## config.mk

```make
export PLATFORM = sky130hd
export DESIGN_NAME = alu_arbiter
export DESIGN_NICKNAME = d
export VERILOG_FILES = /design/src/rtl/alu_arbiter.sv
export SDC_FILE = /design/constraint.sdc
export NUM_CORES = 1
export LEC_CHECK = 0
export ABC_AREA = 0
export CAP_MARGIN = 25
export CORE_AREA = 2 2 118 120
export DETAILED_ROUTE_END_ITERATION = 7
export DIE_AREA = 0 0 120 122
export DONT_BUFFER_PORTS = 1
export GPL_TIMING_DRIVEN = 1
export PLACE_DENSITY_LB_ADDON = 0.05
export SYNTH_ARGS = -nofsm -noshare
export SYNTH_HDL_FRONTEND = slang
export SYNTH_SLANG_ARGS = --single-unit
```

## constraint.sdc

```tcl
create_clock -name clk -period 3.8 [get_ports clk]
set_input_delay 1.14 -clock clk [delete_from_list [all_inputs] [get_ports clk]]
set_output_delay 1.14 -clock clk [all_outputs]
set_load 0.05 [all_outputs]
```

## src/rtl/alu_arbiter.sv

```systemverilog
// ---------------------------------------------------------------------------
// alu_arbiter
//   Shares one combinational add/sub ALU between two requesters. Requests are
//   granted round-robin in IDLE, operands are latched on the handshake, the ALU
//   is driven from those latched operands during EXEC, and the captured result
//   and Negative flag are held in RESP until the granted requester takes them.
//   One operation completes every three cycles at best (IDLE -> EXEC -> RESP).
//
// Ports
//   clk, rst                 clock, synchronous active-high reset
//   req0_* / req1_*          request channels: valid/ready, operands a/b, sub
//   rsp0_* / rsp1_*          response channels: valid/ready, result, negative
//   alu_data_r1/r2           operands to the ALU (held between operations)
//   alu_control              ALU op select to the ALU (0 add, 1 sub)
//   alu_result/alu_negative  combinational ALU outputs
// ---------------------------------------------------------------------------
module alu_arbiter #(
    parameter int unsigned WIDTH = 32
) (
    input  logic             clk,
    input  logic             rst,

    input  logic             req0_valid,
    output logic             req0_ready,
    input  logic [WIDTH-1:0] req0_a,
    input  logic [WIDTH-1:0] req0_b,
    input  logic             req0_sub,

    input  logic             req1_valid,
    output logic             req1_ready,
    input  logic [WIDTH-1:0] req1_a,
    input  logic [WIDTH-1:0] req1_b,
    input  logic             req1_sub,

    output logic             rsp0_valid,
    input  logic             rsp0_ready,
    output logic [WIDTH-1:0] rsp0_result,
    output logic             rsp0_negative,

    output logic             rsp1_valid,
    input  logic             rsp1_ready,
    output logic [WIDTH-1:0] rsp1_result,
    output logic             rsp1_negative,

    output logic [WIDTH-1:0] alu_data_r1,
    output logic [WIDTH-1:0] alu_data_r2,
    output logic             alu_control,
    input  logic [WIDTH-1:0] alu_result,
    input  logic             alu_negative
);

    typedef enum logic [1:0] {
        ST_IDLE = 2'd0,
        ST_EXEC = 2'd1,
        ST_RESP = 2'd2
    } state_e;

    state_e             state_q, state_d;
    logic               last_grant_q, last_grant_d;
    logic               gnt_id_q, gnt_id_d;
    logic [WIDTH-1:0]   a_q, a_d;
    logic [WIDTH-1:0]   b_q, b_d;
    logic               sub_q, sub_d;
    logic [WIDTH-1:0]   result_q, result_d;
    logic               neg_q, neg_d;

    logic               any_valid_c;
    logic               grant_c;
    logic               handshake_c;
    logic               rsp_take_c;

    // Round-robin pick: on contention the requester that did not win last;
    // otherwise whichever one is valid.
    always_comb begin
        any_valid_c = req0_valid | req1_valid;
        if (req0_valid && req1_valid) begin
            grant_c = ~last_grant_q;
        end else begin
            grant_c = req1_valid;
        end
    end

    // Ready only in IDLE and never during the reset cycle.
    assign req0_ready  = !rst && (state_q == ST_IDLE) && any_valid_c && !grant_c;
    assign req1_ready  = !rst && (state_q == ST_IDLE) && any_valid_c &&  grant_c;
    assign handshake_c = (state_q == ST_IDLE) && any_valid_c;

    // Response consumption is only looked at for the granted requester.
    assign rsp_take_c  = gnt_id_q ? rsp1_ready : rsp0_ready;

    // Next-state and datapath register updates.
    always_comb begin
        state_d      = state_q;
        last_grant_d = last_grant_q;
        gnt_id_d     = gnt_id_q;
        a_d          = a_q;
        b_d          = b_q;
        sub_d        = sub_q;
        result_d     = result_q;
        neg_d        = neg_q;

        case (state_q)
            ST_IDLE: begin
                if (handshake_c) begin
                    gnt_id_d = grant_c;
                    a_d      = grant_c ? req1_a   : req0_a;
                    b_d      = grant_c ? req1_b   : req0_b;
                    sub_d    = grant_c ? req1_sub : req0_sub;
                    state_d  = ST_EXEC;
                end
            end
            ST_EXEC: begin
                // Grant history only advances once an operation is committed.
                result_d     = alu_result;
                neg_d        = alu_negative;
                last_grant_d = gnt_id_q;
                state_d      = ST_RESP;
            end
            ST_RESP: begin
                if (rsp_take_c) begin
                    state_d = ST_IDLE;
                end
            end
            default: begin
                state_d = ST_IDLE;
            end
        endcase
    end

    // State and datapath registers.
    always_ff @(posedge clk) begin
        if (rst) begin
            state_q      <= ST_IDLE;
            last_grant_q <= 1'b1;
            gnt_id_q     <= 1'b0;
            a_q          <= '0;
            b_q          <= '0;
            sub_q        <= 1'b0;
            result_q     <= '0;
            neg_q        <= 1'b0;
        end else begin
            state_q      <= state_d;
            last_grant_q <= last_grant_d;
            gnt_id_q     <= gnt_id_d;
            a_q          <= a_d;
            b_q          <= b_d;
            sub_q        <= sub_d;
            result_q     <= result_d;
            neg_q        <= neg_d;
        end
    end

    // ALU sees the latched operands; they only change on a new handshake.
    assign alu_data_r1   = a_q;
    assign alu_data_r2   = b_q;
    assign alu_control   = sub_q;

    assign rsp0_valid    = (state_q == ST_RESP) && !gnt_id_q;
    assign rsp1_valid    = (state_q == ST_RESP) &&  gnt_id_q;
    assign rsp0_result   = result_q;
    assign rsp1_result   = result_q;
    assign rsp0_negative = neg_q;
    assign rsp1_negative = neg_q;

endmodule

```

==> reports/metrics.csv <==
metric,value,unit
outcome,"finished, final reports clean",
synth_area_leaders,"dfxtp_1 48%, a221o_1 11%, nand2_1 6.0%, buf_4 5.8%, nor3_1 5.7%",
grt_pass1_wl,17400,um
crit_arrival,2.08,ns
totalPowerFinal,2850,uW
crit-reg2reg-launch,state_q[1]$_SDFFE_PP0P_,
timing.final.crit_share,0.846,
start_util,0.316,
synth_xor_area_frac,0,
yosysTopAreaCellShare,0.478,
dr.pass1.iters,4,
drive_above_1_share,0.0726,
syn_inst,473,
drt-total-wl,12000,um
switchingPower,1070,uW
place_hpwl,8400,um
drt_iter0_markers,237,
synth_top_cells_by_count,"102 x dfxtp_1, 68 x nand2_1, 49 x a221o_1, 49 x inv_1, 49 x nor3_1",
grt_pass1_vias,3002,
dieArea,14600,um^2
syn-num-nets,642,
finish.utilization,0.328,
drc,0,
p_per_area,643,nW/um^2
die-width,120,um
synthSimpleGateAreaFrac,0.140,
post_cts_buffers,0,
cp_slowest_cell,or3_2,
area_delta_synth_final,3.72,%
root_buffer,clkbuf_16,
antenna_found_initial,0,
grt_setup_unrepaired,false,
ant_nets,0,
cts_buffers,9,
clk_pin_slew,0.07,ns
nets,591,
synth-compound-area-share,0.193,
vias_per_cell,5.28,
p_int,1780,uW
grt_max_degree,66,
synthDistinctLibCells,25,
clkSinkCount,102,
synth_area,4270,um^2
ys_ff_latch,102,
cts.path.max_buffers,2,
synth_edf_count,0,
p_clk_frac,0.316,
vias,3205,
finalCriticalPeriod,3.22,ns
fmax,311,MHz
hold_depth,2,
synth_most_common_cell,dfxtp_1,
antenna_cells,0,
cts_hold_buf,0,
muxShareOfSynthArea,0.0399,
worst_ep_required_time,2.66,ns
critPathMaxFanout,37,
critPathLaunchType,input port,
ir_drop,0.000217,V
yosysWarnings,0,
slew_headroom,0.288,
regToRegSetupSlack,1.65,ns
ys_async_sr_fraction,0,
worstSetupPathType,in -> out,
p_sw_frac,0.375,
syn_avg_cell_area,9.03,um^2
hold_end,last_grant_q$_SDFFE_PP1N_,
cts_tree,yes,
hp-start,last_grant_q$_SDFFE_PP1N_,
yosys.area.top_type,dfxtp_1,
drv_cap,0,
tightest_slew,1.07,ns
grt.overflow.total,0,
reg2regPathDepth,4,
comb_power_share,0.095,
reg2reg_to,alu_data_r2[2]$_SDFFE_PP0P_,
port_buffers,0,
synth_fa_ha_area_frac,0,
htree_levels,3,
critPathMaxStageDelay,0.46,ns
clkLatencyLatePin,0.34,ns
rows,43,
post_drt_wl_per_cell,19.7,um
gr-usage-all-layers,0.155,
ys.flop_type,dfxtp_1,
finalSetupViolCount,0,
end_kind,primary output,
core,13500,um^2
hold_violations,0,
gp_congestion,0.710,
pwr-share-seq,0.589,
fin_skew,0.00603,ns
ctsResizeCount,0,
leakage,0.00181,uW
finalSetupTns,0,ns
worst_hold_path_type,reg -> reg,
synth_top_family_by_area,compound AO/OA/AOI/OAI gates,
crit_chain,or3_2 > nor3b_4 > buf_4,
die_h,122,um
finalMaxSlewViolations,0,
yosysSeqAreaShare,0.478,
top_level_ports,304,
layout by cell type, fill, tap and decap left out:
cell	instances
a21bo_2	1
a21o_1	1
a21oi_1	34
a21oi_4	1
a221o_1	49
and3b_1	1
buf_4	10
clkbuf_1	2
clkbuf_16	9
clkbuf_8	3
clkinvlp_4	2
dfxtp_1	102
inv_1	49
inv_2	1
mux2i_1	17
nand2_1	68
nand2b_1	2
nand3b_1	2
nor2_1	2
nor2b_1	1
nor2b_2	1
nor3_1	49
nor3b_2	1
nor3b_4	1
o2bb2ai_1	16
or2_1	1
or3_2	1
flip-flops by register name (all words and copies together), names as in the netlist:
signal	cells
gnt_id_q	1
rsp0_result	32
state_q	2
alu_control	1
rsp0_negative	1
last_grant_q	1
alu_data_r1	32
alu_data_r2	32
power by group through the flow:
stage                     clock network [uW]  logic [uW]  registers (uW)
after global placement                     0         268            1700
final                                    901         269            1680
after global routing                     974         302            1690
after floorplan                            0         345            1590
after CTS                                934         274            1680
after detailed placement                   0         275            1700
area by class of cell:
cell class / instances / area [um^2]
Tap cell: 180 / 225
Multi-Input combinational cell: 249 / 1610
Clock buffer: 14 / 274
Fill cell: 1420 / 9080
Timing Repair Buffer: 10 / 75.1
Sequential cell: 102 / 2040
Inverter: 50 / 188
Clock inverter: 2 / 15.0
metal layers:
layer / part of all wire / wire [um] / GRT usage / vias to the layer above
li1: - / - / - / 1498
met1: 0.37 / 4480 / 0.168 / 1510
met2: 0.52 / 6180 / 0.272 / 182
met3: 0.089 / 1070 / 0.0543 / 15
met4: 0.021 / 246 / 0.0728 / 0
met5: 0 / 0 / 0 / -
metrics by stage:
step / hold WS, ns / area [um^2] / setup slack (ns) / cells
2_1_floorplan: 0.464 / 4270 / 0.0582 / 473
3_3_place_gp: 0.486 / 4140 / 0.590 / 591
3_5_place_dp: 0.495 / 4140 / 0.566 / 591
4_1_cts: 0.502 / 4430 / 0.562 / 607
5_1_grt: 0.552 / 4430 / 0.534 / 607
6_report: 0.498 / 4430 / 0.584 / 607
worst max path at each step:
stage | startpoint | to | slack [ns]
finish | rst | req0_ready | 0.58
global route | rst | req0_ready | 0.53
CTS | rst | req0_ready | 0.56
detailed placement | rst | req0_ready | 0.57
global placement | rst | req0_ready | 0.59
floorplan | rst | req1_ready | 0.06
kinds of logic (layout without fill, tap and decap cells):
logic type / after synthesis / after routing
and+or+nand+nor: 130 / 130
buffers and inverters: 122 / 76
DFF: 102 / 102
muxes: 17 / 17
AOI/OAI and AO/OA: 102 / 102
worst max-delay path: cells and delay by family:
family / cells / cell delay (ns)
and+or+nand+nor: 2 / 0.68
buffers and inverters: 1 / 0.25
Power figures use the tool's default switching activity.
